--- src/rtl/intermediate_write.sv ---
// 64-bit word to byte-stream serializer, MSB byte first, with a one-word pending
// buffer so back-to-back words stream without idle cycles.
//
// state | meaning
// IDLE  | nothing to send, data_valid_o low
// SEND  | shift register holds the current word, data_o = its top byte
module intermediate_write #(
    parameter int WORD_BITS = 64,
    parameter int BYTE_BITS = 8,
    parameter int CNT_BITS  = 16
) (
    input  logic                 clock,
    input  logic                 reset,
    input  logic [WORD_BITS-1:0] word_i,
    input  logic                 word_valid_i,
    output logic                 word_ready_o,
    output logic [BYTE_BITS-1:0] data_o,
    output logic                 data_valid_o,
    input  logic                 data_ready_i,
    output logic                 last_o,
    output logic [CNT_BITS-1:0]  word_count_o
);

    localparam int BYTES_PER_WORD = WORD_BITS / BYTE_BITS;
    localparam int IDX_BITS       = $clog2(BYTES_PER_WORD);
    localparam logic [IDX_BITS-1:0] LAST_IDX = IDX_BITS'(BYTES_PER_WORD - 1);

    typedef enum logic {IDLE, SEND} state_t;

    state_t                state, state_n;
    logic [WORD_BITS-1:0]  sh, sh_n;
    logic [WORD_BITS-1:0]  pw, pw_n;
    logic [IDX_BITS-1:0]   idx, idx_n;
    logic                  pend_full, pend_full_n;
    logic [CNT_BITS-1:0]   word_count, word_count_n;
    logic                  word_accept, byte_xfer, last_xfer;

    always_ff @(posedge clock or negedge reset) begin
        if (!reset) begin
            state      <= IDLE;
            sh         <= '0;
            pw         <= '0;
            idx        <= '0;
            pend_full  <= 1'b0;
            word_count <= '0;
        end else begin
            state      <= state_n;
            sh         <= sh_n;
            pw         <= pw_n;
            idx        <= idx_n;
            pend_full  <= pend_full_n;
            word_count <= word_count_n;
        end
    end

    // Ready comes from registers only, so a producer may wait on it before raising valid.
    assign word_ready_o = reset && !pend_full;
    assign data_valid_o = (state == SEND);
    assign data_o       = (state == SEND) ? sh[WORD_BITS-1 -: BYTE_BITS] : '0;
    assign last_o       = (state == SEND) && (idx == LAST_IDX);
    assign word_count_o = word_count;

    always_comb begin
        state_n      = state;
        sh_n         = sh;
        pw_n         = pw;
        idx_n        = idx;
        pend_full_n  = pend_full;
        word_count_n = word_count;
        word_accept  = word_valid_i && word_ready_o;
        byte_xfer    = data_valid_o && data_ready_i;
        last_xfer    = byte_xfer && (idx == LAST_IDX);

        case (state)
            IDLE: begin
                if (word_accept) begin
                    sh_n    = word_i;
                    idx_n   = '0;
                    state_n = SEND;
                end
            end
            SEND: begin
                if (byte_xfer && !last_xfer) begin
                    sh_n  = sh << BYTE_BITS;
                    idx_n = idx + IDX_BITS'(1);
                end else if (last_xfer) begin
                    word_count_n = word_count + CNT_BITS'(1);
                    if (pend_full) begin
                        sh_n        = pw;
                        pend_full_n = 1'b0;
                        idx_n       = '0;
                    end else if (word_accept) begin
                        sh_n  = word_i;
                        idx_n = '0;
                    end else begin
                        state_n = IDLE;
                    end
                end
                // A word arriving mid-word parks in the pending buffer.
                if (word_accept && !last_xfer) begin
                    pw_n        = word_i;
                    pend_full_n = 1'b1;
                end
            end
            default: state_n = IDLE;
        endcase
    end

endmodule
--- config.mk ---
export PLATFORM = sky130hd
export DESIGN_NAME = intermediate_write
export DESIGN_NICKNAME = d
export VERILOG_FILES = /design/src/rtl/intermediate_write.sv
export SDC_FILE = /design/constraint.sdc
export NUM_CORES = 1
export LEC_CHECK = 0
export ABC_CLOCK_PERIOD_IN_PS = 2400
export BUFFER_PORTS_ARGS = -buffer_cell sky130_fd_sc_hd__buf_2
export CAP_MARGIN = 0
export CORE_MARGIN = 10
export CORE_UTILIZATION = 42
export CTS_CLUSTER_DIAMETER = 60
export CTS_CLUSTER_SIZE = 20
export DETAILED_ROUTE_END_ITERATION = 16
export GPL_TIMING_DRIVEN = 0
export MAX_ROUTING_LAYER = met4
export SETUP_SLACK_MARGIN = 0.05
export SLEW_MARGIN = 25
export SYNTH_ARGS = -nofsm -noshare
export SYNTH_HDL_FRONTEND = slang
export SYNTH_SLANG_ARGS = --single-unit
--- constraint.sdc ---
create_clock -name clock -period 2.4 [get_ports clock]
set_input_delay 0.36 -clock clock [delete_from_list [all_inputs] [get_ports clock]]
set_output_delay 0.36 -clock clock [all_outputs]
set_load 0.02 [all_outputs]
==> metrics.md <==
| Metric | Value |
|---|---|
| First-pass GRT wire length | 30400 um |
| Initial antenna violation count | 0 |
| Die area | 22200 um2 |
| Largest net degree at the start of global routing | 94 |
| Hold Path Class | input port to asynchronous set/reset pin |
| Clk slew on worst S/H paths | 0.06 ns |
| Mapped Area | 6990 um2 |
| Register area | 3730 um2 |
| Rows | 47 |
| Slew HR | 62.1% |
| RSZ-0062 raised after global routing | no |
| Final Hold Vio Count | 62 |
| VDD IR-drop max | 0.000672 V |
| Slew @ Worst Pin | 0.569 ns |
| Highest Clock Rate | 0.440 GHz |
| Minimum clock period | 2.27 ns |
| Pins over their slew limit | 0 |
| Ratio of cells with drive above 1 in the final layout | 25.4% |
| Gp weighted congestion | 0.823 |
| Grt total ovfl | 0 |
| CP required | 2.04 ns |
| Logic pwr share | 31.3% |
| Worst-path fanout max | 19 |
| Crit path launch type | flip-flop |
| Chip width | 149 um |
| DP HPWL | 13200 um |
| Worst Setup End Kind | primary output |
| CTS buffer count | 17 |
| FILL cells | 1521 |
| Net count, final | 801 |
| IO buf count | 94 |
| Post-Layout Cell Count | 963 |
| Crit share post-route | 94.8% |
| DR WL/cell | 19.5 um |
| # IOs | 95 |
| Vias | 5476 |
| CTS tree | done |
| Clock Latency Late Sink | 0.43 ns |
| Psw | 0.00338 W |
| Syn avg cell area | 11.3 um2 |
| Setup Crit Path Kind | flip-flop to primary output |
| H-tree Lvls | 4 |
| GRT Overall Usage | 17.6% |
| Total wire length | 18800 um |
| Util after Layout | 50.9% |
| Vias per inst | 5.69 |
| Synthesized instance count | 616 |
| MaxCap Viol Count | 0 |
| Clock sinks | 149 |
| Synth Register Bits | 149 |
| Status | finished with violations |
| Clock share of power | 26.5% |
| Worst hold margin | -0.120 ns |
| Clock Tree Buf Depth | 2 |
| Sequential cell fraction of total power | 42.2% |
| Power Dens Cells | 1160 nW/um2 |
| Seq/Total Area, Yosys | 53.3% |
| First DRT Iteration DRCs | 436 |
| Syn_nets | 687 |
| Most common cell after layout, fill and taps aside | dfrtp_1 |
| Setup slack, reg-to-reg | 0.19 ns |
| Die H | 149 um |
| Failing checks | negative hold slack |
| Placed Instances | 931 |
| Worst path arrival time | 1.91 ns |
| Multi-input logic area | 2950 um2 |
| Clk_skew | 0.00822 ns |
| Antenna Cells | 0 |
| Core Region | 16500 um2 |
| DRT antenna net count | 0 |
| Leak Pwr | 3.79 nW |
| Switching share of power | 34.7% |
| Initial Utilization | 42.5% |
| Internal | 0.00636 W |
| Clock root buffer | clkbuf_16 |
| Total chip power | 0.00974 W |
| YS warnings | 0 |
| Synth cell types | 38 |
| Final setup viols | 0 |
| Vias in the first global route | 5756 |
| P&R area growth vs syn | 19.8% |
| DR DRC count | 0 |
| Most frequent cells in the layout | dfrtp_1 (149), buf_2 (106), nand2_1 (69) |
| DRT Pass-1 Iters | 4 |
## worst paths after layout
kind,end,startpoint,cells after the start
worst max-delay path,last_o,idx[0]$_DFFE_PN0P_,6
worst min-delay path,pw[8]$_DFFE_PN0P_,reset,1
worst max register to register,sh[43]$_DFFE_PN0P_,idx[0]$_DFFE_PN0P_,8
worst min register to register,word_count_o[15]$_DFFE_PN0P_,word_count_o[15]$_DFFE_PN0P_,1
max in group asynchronous,word_count_o[6]$_DFFE_PN0P_,reset,2
min in group clock,pw[39]$_DFFE_PN0P_,word_i[39],2
## repair_timing
item                       in CTS  in global routing
pin swaps                       0                  0
setup buffers                   0                  0
hold endpoints to repair       88                  4
gates resized for setup         2                  2
setup endpoints to repair       9                  2
## power groups by stage
stage,Sequential (W),Clock [W],Combinational [W]
after floorplan,0.00394,0,0.00224
after global placement,0.00408,0,0.00296
after detailed placement,0.00413,0,0.00306
after CTS,0.00410,0.00264,0.00307
after global routing,0.00422,0.00275,0.00337
final,0.00411,0.00258,0.00305
## sequential cells by signal, indices dropped and copies added (netlist names)
register and count:
data_valid_o 1, pend_full 1, pw 64, sh 64
idx 3, word_count_o 16
## cell families after synthesis
| group | count (synthesis) | share of synthesized area, % |
|---|---|---|
| buf+inv | 61 | 4.42 |
| flops | 149 | 53.3 |
| fa+ha+maj | 3 | 0.537 |
| simple gates | 158 | 11.0 |
| compound gates | 150 | 16.1 |
| xor+xnor | 15 | 1.88 |
| mux | 80 | 12.8 |
## critical path: stages (launching register included)
cell and delay [ns]:
dfrtp_1 0.39, ha_1 0.22, ha_1 0.18, buf_4 0.19, buf_6 0.18, and2_1 0.17, buf_2 0.16
## synth_stat cells, drive strengths merged
cell     number  area [um2]
a21boi        1        7.51
a21o          8        60.1
a21oi        58         290
a221o        49         490
a22o          2        17.5
a22oi         7        52.6
and2          9        56.3
and3          1        6.26
and3b         2        17.5
and4          3        26.3
buf          30         193
clkbuf       21        78.8
dfrtp       149        3730
ha            3        37.5
inv          10        37.5
mux2         73         822
mux2i         7        70.1
nand2        69         259
nand3        57         298
nand3b        1        7.51
nand4         2        12.5
nor2          8        30.0
nor2b         3        18.8
nor3          1        10.0
nor4          1        21.3
o21ai         4        20.0
o221a         7        78.8
o22ai         7        43.8
o2bb2ai       7        61.3
or2           1        6.26
xnor2        10        87.6
xor2          5        43.8
## final cells by class
cell class	instances	share of cell area, %
Clock inverter	15	1.76
Multi-Input combinational cell	406	35.2
Timing Repair Buffer	97	6.42
Sequential cell	149	44.5
Inverter	10	0.448
Tap cell	220	3.29
Buffer	49	3.26
Clock buffer	17	5.08
## per-stage QoR
stage	setup WS, ns	TNS [ns]	instance area (um2)
5_1_grt	0.0536	0	8380
6_report	0.125	0	8380
3_5_place_dp	-0.0559	-0.439	7770
3_3_place_gp	-2.47	-470.87	7740
4_1_cts	0.0500	0	8340
2_1_floorplan	0.501	0	6990
## per-layer routing
layer  global-route usage, %  wire [um]
met5                       -          0
met4                    5.99        341
met3                    4.37       1080
met2                    25.6       8660
met1                    23.3       8710
No activity file was read; power rests on OpenSTA's default activity.
